$ cat config.mk
export PLATFORM = sky130hd
export DESIGN_NAME = ctrl_seq
export DESIGN_NICKNAME = d
export VERILOG_FILES = /design/src/rtl/ctrl_seq_pkg.sv /design/src/rtl/ctrl_alu_dec.sv /design/src/rtl/ctrl_seq.sv
export SDC_FILE = /design/constraint.sdc
export NUM_CORES = 1
export LEC_CHECK = 0
export ABC_AREA = 1
export CAP_MARGIN = 20
export CORE_UTILIZATION = 30
export DETAILED_ROUTE_END_ITERATION = 12
export MAX_ROUTING_LAYER = met4
export PLACE_DENSITY = 0.57
export SYNTH_ARGS = -nofsm -noshare
export SYNTH_HDL_FRONTEND = slang
export SYNTH_HIERARCHICAL = 1
export SYNTH_SLANG_ARGS = --single-unit
$ cat constraint.sdc
create_clock -name clk -period 3 [get_ports clk]
set_clock_uncertainty 0.2 [all_clocks]
set_input_delay 0.9 -clock clk [delete_from_list [all_inputs] [get_ports clk]]
set_output_delay 0.9 -clock clk [all_outputs]
set_load 0.02 [all_outputs]
$ cat src/rtl/ctrl_seq_pkg.sv
// Shared encodings for the ctrl_seq multi-cycle controller: FSM states, ALU ops,
// writeback/ALU/PC/memory selects, RV32I major opcodes and immediate formats.
package ctrl_seq_pkg;

    typedef enum logic [2:0] {
        IDLE,
        FETCH,
        DECODE,
        EXEC,
        MEM,
        WB,
        TRAP
    } state_t;

    localparam logic [3:0] ALU_ADD  = 4'd0;
    localparam logic [3:0] ALU_SUB  = 4'd1;
    localparam logic [3:0] ALU_SLL  = 4'd2;
    localparam logic [3:0] ALU_SLT  = 4'd3;
    localparam logic [3:0] ALU_SLTU = 4'd4;
    localparam logic [3:0] ALU_XOR  = 4'd5;
    localparam logic [3:0] ALU_SRL  = 4'd6;
    localparam logic [3:0] ALU_SRA  = 4'd7;
    localparam logic [3:0] ALU_OR   = 4'd8;
    localparam logic [3:0] ALU_AND  = 4'd9;

    localparam logic [1:0] RD_ALU = 2'd0;
    localparam logic [1:0] RD_MEM = 2'd1;
    localparam logic [1:0] RD_PC4 = 2'd2;
    localparam logic [1:0] RD_IMM = 2'd3;

    localparam logic ALU1_PC     = 1'b0;
    localparam logic ALU1_RS     = 1'b1;
    localparam logic ALU2_RS     = 1'b0;
    localparam logic ALU2_IMM    = 1'b1;
    localparam logic PC_SEL_PC4  = 1'b0;
    localparam logic PC_SEL_ALU  = 1'b1;
    localparam logic MEM_SEL_PC  = 1'b0;
    localparam logic MEM_SEL_ALU = 1'b1;

    localparam logic [2:0] IMM_I       = 3'd0;
    localparam logic [2:0] IMM_S       = 3'd1;
    localparam logic [2:0] IMM_B       = 3'd2;
    localparam logic [2:0] IMM_U       = 3'd3;
    localparam logic [2:0] IMM_J       = 3'd4;
    localparam logic [2:0] IMM_DEFAULT = 3'd7;

    localparam logic [4:0] OPC_LOAD   = 5'b00000;
    localparam logic [4:0] OPC_OP_IMM = 5'b00100;
    localparam logic [4:0] OPC_AUIPC  = 5'b00101;
    localparam logic [4:0] OPC_STORE  = 5'b01000;
    localparam logic [4:0] OPC_OP     = 5'b01100;
    localparam logic [4:0] OPC_LUI    = 5'b01101;
    localparam logic [4:0] OPC_BRANCH = 5'b11000;
    localparam logic [4:0] OPC_JALR   = 5'b11001;
    localparam logic [4:0] OPC_JAL    = 5'b11011;

    function automatic logic is_legal(input logic [4:0] opc);
        case (opc)
            OPC_LOAD, OPC_STORE, OPC_BRANCH, OPC_JAL, OPC_JALR,
            OPC_OP_IMM, OPC_OP, OPC_LUI, OPC_AUIPC: return 1'b1;
            default:                                return 1'b0;
        endcase
    endfunction

    function automatic logic [2:0] imm_of(input logic [4:0] opc);
        case (opc)
            OPC_OP_IMM, OPC_JALR, OPC_LOAD: return IMM_I;
            OPC_STORE:                      return IMM_S;
            OPC_BRANCH:                     return IMM_B;
            OPC_LUI, OPC_AUIPC:             return IMM_U;
            OPC_JAL:                        return IMM_J;
            default:                        return IMM_DEFAULT;
        endcase
    endfunction

endpackage

$ cat src/rtl/ctrl_alu_dec.sv
// Combinational ALU-operation decode from the latched opcode, func3 and func7[5].
module ctrl_alu_dec
    import ctrl_seq_pkg::*;
(
    input  logic [4:0] opcode,
    input  logic [2:0] func3,
    input  logic       func7_5,
    output logic [3:0] alu_op
);

    always_comb begin
        alu_op = ALU_ADD;
        if (opcode == OPC_OP || opcode == OPC_OP_IMM) begin
            case (func3)
                3'b000:  alu_op = (opcode == OPC_OP && func7_5) ? ALU_SUB : ALU_ADD;
                3'b001:  alu_op = ALU_SLL;
                3'b010:  alu_op = ALU_SLT;
                3'b011:  alu_op = ALU_SLTU;
                3'b100:  alu_op = ALU_XOR;
                3'b101:  alu_op = func7_5 ? ALU_SRA : ALU_SRL;
                3'b110:  alu_op = ALU_OR;
                default: alu_op = ALU_AND;
            endcase
        end
    end

endmodule

$ cat src/rtl/ctrl_seq.sv
// RV32I multi-cycle sequencing controller (FETCH/DECODE/EXEC/MEM/WB).
// Define CTRL_TIMEOUT_EN to trap when mem_ready stays low for MEM_TIMEOUT cycles.
module ctrl_seq
    import ctrl_seq_pkg::*;
#(
    parameter int MEM_TIMEOUT = 16,
    parameter int RET_W       = 32
) (
    input  logic             clk,
    input  logic             rst,
    input  logic [4:0]       opcode,
    input  logic [2:0]       func3,
    input  logic [6:0]       func7,
    input  logic             b,
    input  logic             mem_ready,
    output logic             mem_req,
    output logic             mem_sel,
    output logic             we,
    output logic             ir_wr,
    output logic             pc_wr,
    output logic             pc_sel,
    output logic [2:0]       imm_type,
    output logic             alu1_sel,
    output logic             alu2_sel,
    output logic [3:0]       alu_op,
    output logic [1:0]       rd_sel,
    output logic             reg_wr,
    output logic             trap,
    output logic [RET_W-1:0] retired
);

    state_t           state_reg, state_next;
    logic [4:0]       opcode_reg;
    logic [2:0]       func3_reg;
    logic             func7_5_reg;
    logic [RET_W-1:0] retired_reg;
    logic             retire;
    logic             timeout;
    logic [3:0]       dec_alu_op;
    logic             unused_func7;

    assign unused_func7 = ^{func7[6], func7[4:0]};
    assign retired      = retired_reg;

    always_ff @(posedge clk or negedge rst) begin
        if (!rst) begin
            state_reg   <= IDLE;
            opcode_reg  <= '0;
            func3_reg   <= '0;
            func7_5_reg <= 1'b0;
            retired_reg <= '0;
        end else begin
            state_reg <= state_next;
            if (state_reg == DECODE) begin
                opcode_reg  <= opcode;
                func3_reg   <= func3;
                func7_5_reg <= func7[5];
            end
            if (retire) begin
                retired_reg <= retired_reg + RET_W'(1);
            end
        end
    end

`ifdef CTRL_TIMEOUT_EN
    localparam int WAIT_W = $clog2(MEM_TIMEOUT + 1);
    logic [WAIT_W-1:0] wait_reg;

    // Counts only stalled FETCH/MEM cycles; any other cycle (incl. completion) re-arms it.
    always_ff @(posedge clk or negedge rst) begin
        if (!rst) begin
            wait_reg <= '0;
        end else if ((state_reg == FETCH || state_reg == MEM) && !mem_ready) begin
            wait_reg <= wait_reg + 1'b1;
        end else begin
            wait_reg <= '0;
        end
    end

    assign timeout = !mem_ready && (wait_reg == WAIT_W'(MEM_TIMEOUT - 1));
`else
    logic unused_timeout;
    assign unused_timeout = ^MEM_TIMEOUT;
    assign timeout        = 1'b0;
`endif

    ctrl_alu_dec u_alu_dec (
        .opcode  (opcode_reg),
        .func3   (func3_reg),
        .func7_5 (func7_5_reg),
        .alu_op  (dec_alu_op)
    );

    always_comb begin
        state_next = state_reg;
        mem_req    = 1'b0;
        mem_sel    = MEM_SEL_PC;
        we         = 1'b0;
        ir_wr      = 1'b0;
        pc_wr      = 1'b0;
        pc_sel     = PC_SEL_PC4;
        imm_type   = IMM_DEFAULT;
        alu1_sel   = ALU1_RS;
        alu2_sel   = ALU2_RS;
        alu_op     = ALU_ADD;
        rd_sel     = RD_ALU;
        reg_wr     = 1'b0;
        trap       = 1'b0;
        retire     = 1'b0;
        case (state_reg)
            IDLE: state_next = FETCH;
            FETCH: begin
                mem_req = 1'b1;
                if (mem_ready) begin
                    ir_wr      = 1'b1;
                    state_next = DECODE;
                end else if (timeout) begin
                    state_next = TRAP;
                end
            end
            DECODE: state_next = is_legal(opcode) ? EXEC : TRAP;
            EXEC: begin
                imm_type = imm_of(opcode_reg);
                alu1_sel = (opcode_reg == OPC_BRANCH || opcode_reg == OPC_JAL ||
                            opcode_reg == OPC_AUIPC) ? ALU1_PC : ALU1_RS;
                alu2_sel = (opcode_reg == OPC_OP) ? ALU2_RS : ALU2_IMM;
                alu_op   = dec_alu_op;
                case (opcode_reg)
                    OPC_LOAD, OPC_STORE: state_next = MEM;
                    OPC_BRANCH: begin
                        pc_wr      = 1'b1;
                        pc_sel     = b;
                        retire     = 1'b1;
                        state_next = FETCH;
                    end
                    default: state_next = WB;
                endcase
            end
            MEM: begin
                mem_req = 1'b1;
                mem_sel = MEM_SEL_ALU;
                we      = (opcode_reg == OPC_STORE);
                if (mem_ready) begin
                    if (opcode_reg == OPC_STORE) begin
                        pc_wr      = 1'b1;
                        retire     = 1'b1;
                        state_next = FETCH;
                    end else begin
                        state_next = WB;
                    end
                end else if (timeout) begin
                    state_next = TRAP;
                end
            end
            WB: begin
                reg_wr = 1'b1;
                pc_wr  = 1'b1;
                retire = 1'b1;
                case (opcode_reg)
                    OPC_LOAD:          rd_sel = RD_MEM;
                    OPC_JAL, OPC_JALR: rd_sel = RD_PC4;
                    OPC_LUI:           rd_sel = RD_IMM;
                    default:           rd_sel = RD_ALU;
                endcase
                pc_sel     = (opcode_reg == OPC_JAL || opcode_reg == OPC_JALR) ? PC_SEL_ALU : PC_SEL_PC4;
                state_next = FETCH;
            end
            TRAP: trap = 1'b1;
            default: state_next = IDLE;
        endcase
    end

endmodule

Yosys cells after proc, flatten, opt, wreduce, memory -nomap -nowiden
Memory sizes are Yosys's and may differ from the RTL's.
Index checks and enable logic that the tools add are counted.

word-level totals
  flip-flop bits (word level) = 44
  bits in read-only memories = 128
  input port bits = 19
  memories kept = 2

operators by class
  add/subtract/negate cells = 1
  eq/ne operators = 22
  multiplexer cells = 33
  bitwise gates (word level) = 1
  reductions and logical operators = 13

memory list
  name              depth  bits a word  rd ports  clocked after memory_dff  write ports  line                text
  (name not given)  32     3            1         0                         0            ctrl_seq_pkg.sv:66  case (opc)
  (name not given)  32     1            1         0                         0            ctrl_seq_pkg.sv:58  case (opc)

operator list
  operator                 count
  $add A32 B1 Y32 const B  1
  $pmux W4 S7              1
  $mux W1                  19
  $eq A3 B3 Y1 const B     6
  $pmux W3 S6              1
  $eq A5 B4 Y1 const B     3
  $eq A5 B5 Y1 const B     3
  $mux W3                  5
  $eq A3 B2 Y1 const B     4
  $eq A5 B3 Y1 const B     2
  $mux W4                  2
  $reduce_or A2 Y1         4
  $eq A3 B1 Y1 const B     2
  $logic_not A3 Y1         2
  $pmux W2 S3              1
  $pmux W3 S2              1
  $logic_not A5 Y1         1
  $logic_or A1 B1 Y1       4
  $ne A2 B2 Y1 const B     2
  $pmux W1 S3              1
  $reduce_and A3 Y1        1
  $mux W2                  1
  $pmux W1 S2              1
  $logic_and A1 B1 Y1      1
  $not A1 Y1               1

Longest topological paths before layout
  depth after elaboration = 6
  gate-level depth with buffers = 10
  mapped depth without buffers = 10

Modules after synthesis
Netlist, hierarchy kept.

modules (own cells, without submodules)
  module        instances  cells an instance  area an instance (sq um)  seq. area each (sq um)
  ctrl_seq      1          449                2,862.7                   1,101.1
  ctrl_alu_dec  1          25                 111.4                     0.0

Worst setup path after synthesis
Ideal clock, no wire load.

  kind = reg2out
  from = reg state_reg[1]
  to = out rd_sel[0]
  data arrival time = 1.563 ns
  data required time = 1.900 ns
  slack = 0.337 ns
  cell stages (with the launch flop) = 4
  path through = dfrtp_1 > nor3_2 > nand2_1 > o31ai_1

between the ends
  longest elaborated chain between the ends = 2

ends and longest elaborated chain
  what                      line             text
  start: declaration        ctrl_seq.sv:32   state_t state_reg, state_next;
  start signal: assignment  ctrl_seq.sv:53   state_reg <= state_next;
  $eq A3 B3 Y1              ctrl_seq.sv:110  case (state_reg)
  $mux W2                   ctrl_seq.sv:110
  end: declaration          ctrl_seq.sv:26   output logic [1:0] rd_sel,

No other way between the ends.

Final worst setup path
  from = in mem_ready
  to = out pc_wr

between the ends
  longest elaborated chain between the ends = 2

ends and longest elaborated chain
  what                line             text
  start: declaration  ctrl_seq.sv:15   input logic mem_ready,
  $mux W1             ctrl_seq.sv:143  if (mem_ready) begin
  $pmux W1 S3         ctrl_seq.sv:110
  end: declaration    ctrl_seq.sv:20   output logic pc_wr,

No other way between the ends.

==> flow_results.org <==
** Floorplanning
- Die Area :: just over 10,000 um2
- The initial utilization of the core area, before any placement, comes to 0.316.
- Pin placement for this block handled 70 I/O pins.
- From left edge to right edge, the die measures 102 um.
- From bottom edge to top edge, the die measures just over 100 um.
- In this run the core area contains 35 standard-cell rows.
- Area of the placeable core :: between 9000 and 10,000 um2

** Power
- Power spread over the standard cell area amounts to 567 nW/um2.
- Of the total power, the clock network draws 0.180.
- Of the total power, the share spent switching nets is 0.435.
- Of the total power, combinational logic draws 0.436.
- Switching Power :: 0.944 mW
- For this design the static power due to leakage is 1.76 nW.
- The share of total power dissipated in sequential elements is 0.384.
- Internal power :: 1.23 mW
- The worst-case IR drop observed on VDD is 0.000359 V.

** Timing
- In the finished design, the share of the clock period the worst path needs comes to 0.971.
- Endpoints failing setup :: 0
- Setup slack on the critical path of the routed design comes to 86.7 ps.
- Derived from the worst setup path, the maximum achievable clock frequency is ~340 MHz.
- Minimum clock period :: 2910 ps
- The count of endpoints failing hold in the final timing report is 0.
- The final max-slew violation count was 0.
- In this run the tightest slew margin relative to its limit is 0.613.
- At the pin with the least slew margin, the transition time is about 580 ps.
- Setup repair after global routing left no endpoint under its margin.

** Global routing
- First-pass GRT wire length :: roughly 13,000 um
- Summed over all layers, the global routing overflow is 0.
- Maximum number of pins on one net before global-route repair :: 50
- Number of antenna violations at the first check in global routing :: 0
- Across every metal layer, demand over resource in global routing totals 0.168.
- Vias in the first global route :: approximately 2,800

** Setup path
- STA classifies the critical path startpoint as an input port.
- STA puts the critical path data required time at 1900 ps.
- Sort of element at the end of the critical path :: output port
- CP max FO :: 3
- Category of the critical setup timing path :: input port to output port
- The worst register-to-register path begins at opcode_reg[4].
- In this run the worst setup path begins at mem_ready.
- For this run, the slowest stage of the critical path takes around 500 ps.
- The critical path goes through clkdlybuf4s50_1, nand3_1, nand2_4, buf_2.
- Slowest CP cell :: sky130_fd_sc_hd__clkdlybuf4s50_1
- Data arrives at the worst endpoint at between 1500 and 2000 ps.

** Drt
- Wires add up to 7680 um.
- DRT antenna net count :: 0
- Average wire per standard cell :: around 11 um
- After detailed routing, the number of remaining DRC violations is 0.
- For this block, the via count after detailed routing is 3,049.
- Dividing the detail-routed via count by the number of cells gives approximately 4.5.
- In this run, the number of DRC markers left after iteration 0 of detailed routing was between 100 and 150.
- The first detailed-routing pass ran for 4 iterations.

** Placed design
- The congestion estimate from routability-driven global placement came to ~0.84.
- PortBufs :: 63
- After legalization and detailed placement, the total HPWL measured around 6000 um.
- Placement-stage worst setup slack :: -381 ps

** Run status
- Run status :: completed

** Final layout
- Share of final-layout standard cells stronger than drive strength 1 :: 0.0514
- Final antenna diode count :: 0
- The register with the most flip-flops in the layout has 32 of them.
- At the end of the flow the core is filled with cells to 0.407.
- Relative to the synthesized area, the layout overhead comes to 28.8%.
- The final layout contains 564 nets.

** Yosys
- The Yosys step of the flow raised 6 warnings.
- Summing every instance area after synthesis gives 2970 um2.
- Fraction of synthesized cell area taken by the top area cell type :: 0.370
- Share of the yosys chip area belonging to registers :: 0.370
- Async set or reset register ratio after synthesis :: 1.00
- The compound-cell area share of the yosys netlist is 0.0459.
- In the post-synthesis netlist, the biggest area contributors are sky130_fd_sc_hd__dfrtp_1 37%, sky130_fd_sc_hd__nand2_1 28%, sky130_fd_sc_hd__nor2_1 9.3%.
- Dominant combinational cell family by area after synthesis :: simple AND/OR/NAND/NOR gates
- By count the netlist is led by 218 x sky130_fd_sc_hd__nand2_1, 74 x sky130_fd_sc_hd__nor2_1, 48 x sky130_fd_sc_hd__inv_1.
- In this run, synthesis inferred 0 flip-flops with an integrated enable.
- Mean post-synth cell area :: 6.27 um2
- Yosys instantiated no cell more often than sky130_fd_sc_hd__nand2_1.
- Count of distinct cell types in the synthesized netlist :: 26
- Of the total synthesized cell area, the portion taken by XOR and XNOR cells is 0.0265.
- The synthesized design spends more area on one cell type than any other, namely sky130_fd_sc_hd__dfrtp_1.
- Register bit count reported by yosys :: 44
- Mux cell area share after synthesis :: 0
- Of the total synthesized cell area, the portion taken by AND, OR, NAND and NOR gates is 0.466.
- For this run, the leading register cell type out of synthesis is sky130_fd_sc_hd__dfrtp_1.
- Adder and majority cell fraction of the synthesized area :: 0.00421
- Net count of the mapped netlist :: 494
- Instance count of the mapped netlist :: about 470

** Clock network
- Clock transition time at the flip-flop clock pins of the worst setup and hold paths :: 80 ps
- In this run, post-CTS hold repair placed 0 buffers.
- The root buffer cell chosen for the clock tree is sky130_fd_sc_hd__clkbuf_8.
- Total CTS buffers :: 5
- The clock net in this run drives a total of 44 sinks.
- Number of buffers inserted by post-CTS setup repair :: 0
- Htree depth :: 2
- Maximum number of buffers from clock root to sink :: 2
- TritonCTS built the clock tree.
- Clock latency on the worst-skew pair, taken at its later pin, is 300 ps.

** Hold path
- Source of the worst hold timing path :: func7_5_reg
- The min-delay analysis places its worst path in the category flop to flop.

** Flow run
- Max-capacitance violation count :: 0
==> stage by stage <==
step | std cells | instance area (um2) | setup TNS [ps] | hold slack [ps] | power [mW]
6_report | 674 | 3830 | 0 | 326 | 2.17
5_1_grt | 674 | 3830 | 0 | 368 | 2.36
4_1_cts | 674 | 3830 | 0 | 325 | 2.20
3_5_place_dp | 666 | 3750 | -823 | 304 | 1.81
3_3_place_gp | 666 | 3750 | -848 | 299 | 1.79
2_1_floorplan | 474 | 2970 | 0 | 271 | 1.49
==> layout make-up <==
cell class | count | area [um2]
well taps | 129 | 161
repair buffers | 71 | 666
flip-flops and latches | 44 | 1100
clock buffers | 8 | 90.1
inverters | 51 | 191
multi-input cells | 371 | 1620
fillers | 1033 | 5590
==> layer usage <==
layer	up-vias	track usage	wire (um)
met4	0	0.0491	125
met2	43	0.255	3440
met1	1403	0.232	3870
met3	8	0.0242	254
li1	1595	-	-
met5	-	-	0
==> placed cells by master, fill, tap and decap left out, types with 3 or more instances in the layout <==
| cell type | synthesis | final |
|---|---|---|
| sky130_fd_sc_hd__dfrtp_1 | 44 | 43 |
| sky130_fd_sc_hd__nand2_1 | 218 | 218 |
| sky130_fd_sc_hd__nor3_1 | 4 | 4 |
| sky130_fd_sc_hd__nor2_1 | 74 | 74 |
| sky130_fd_sc_hd__clkdlybuf4s50_1 | 0 | 46 |
| sky130_fd_sc_hd__buf_4 | 4 | 8 |
| sky130_fd_sc_hd__nand3_1 | 20 | 20 |
| sky130_fd_sc_hd__o21ai_0 | 14 | 14 |
| sky130_fd_sc_hd__inv_1 | 48 | 48 |
| sky130_fd_sc_hd__xor2_1 | 8 | 8 |
| sky130_fd_sc_hd__clkbuf_8 | 0 | 6 |
| sky130_fd_sc_hd__inv_2 | 3 | 3 |
| sky130_fd_sc_hd__dlygate4sd2_1 | 0 | 12 |
| sky130_fd_sc_hd__a21oi_1 | 4 | 4 |
| sky130_fd_sc_hd__nand3b_1 | 13 | 13 |
| sky130_fd_sc_hd__nand4_1 | 3 | 3 |
==> critical path: cells and delay by family <==
kind	cells	cell delay, ps
AND/OR/NAND/NOR	2	240
buffers and inverters	2	660
==> path summary, 6_finish.rpt <==
kind | endpoint | slack (ps) | cells past startpoint
max | pc_wr | 90 | 4
min | func7_5_reg | 330 | 2
max reg2reg | retired[9] | 730 | 9
min reg2reg | func7_5_reg | 330 | 2
max in group asynchronous | opcode_reg[3] | 1710 | 2
min in group asynchronous | opcode_reg[0] | 480 | 2
==> cells by family after synthesis <==
logic type	Yosys count
AO/OA/AOI/OAI	24
AND/OR/NAND/NOR	337
XOR/XNOR	9
buffers and inverters	59
adder cells (fa/ha/maj)	1
flip-flops	44
==> what timing repair did <==
item,in CTS,in global routing
endpoints found under the hold margin,0,0
endpoints found under the setup margin,14,3
resized for setup,18,5
==> power by group through the flow <==
stage	Clock, mW	Sequential [mW]	Combinational (mW)
4_1_cts	0.406	0.830	0.964
6_report	0.391	0.834	0.946
3_5_place_dp	0	0.836	0.973
3_3_place_gp	0	0.838	0.950
2_1_floorplan	0	0.837	0.652
5_1_grt	0.432	0.855	1.07
Note: power is estimated with default switching activity, not from simulation.
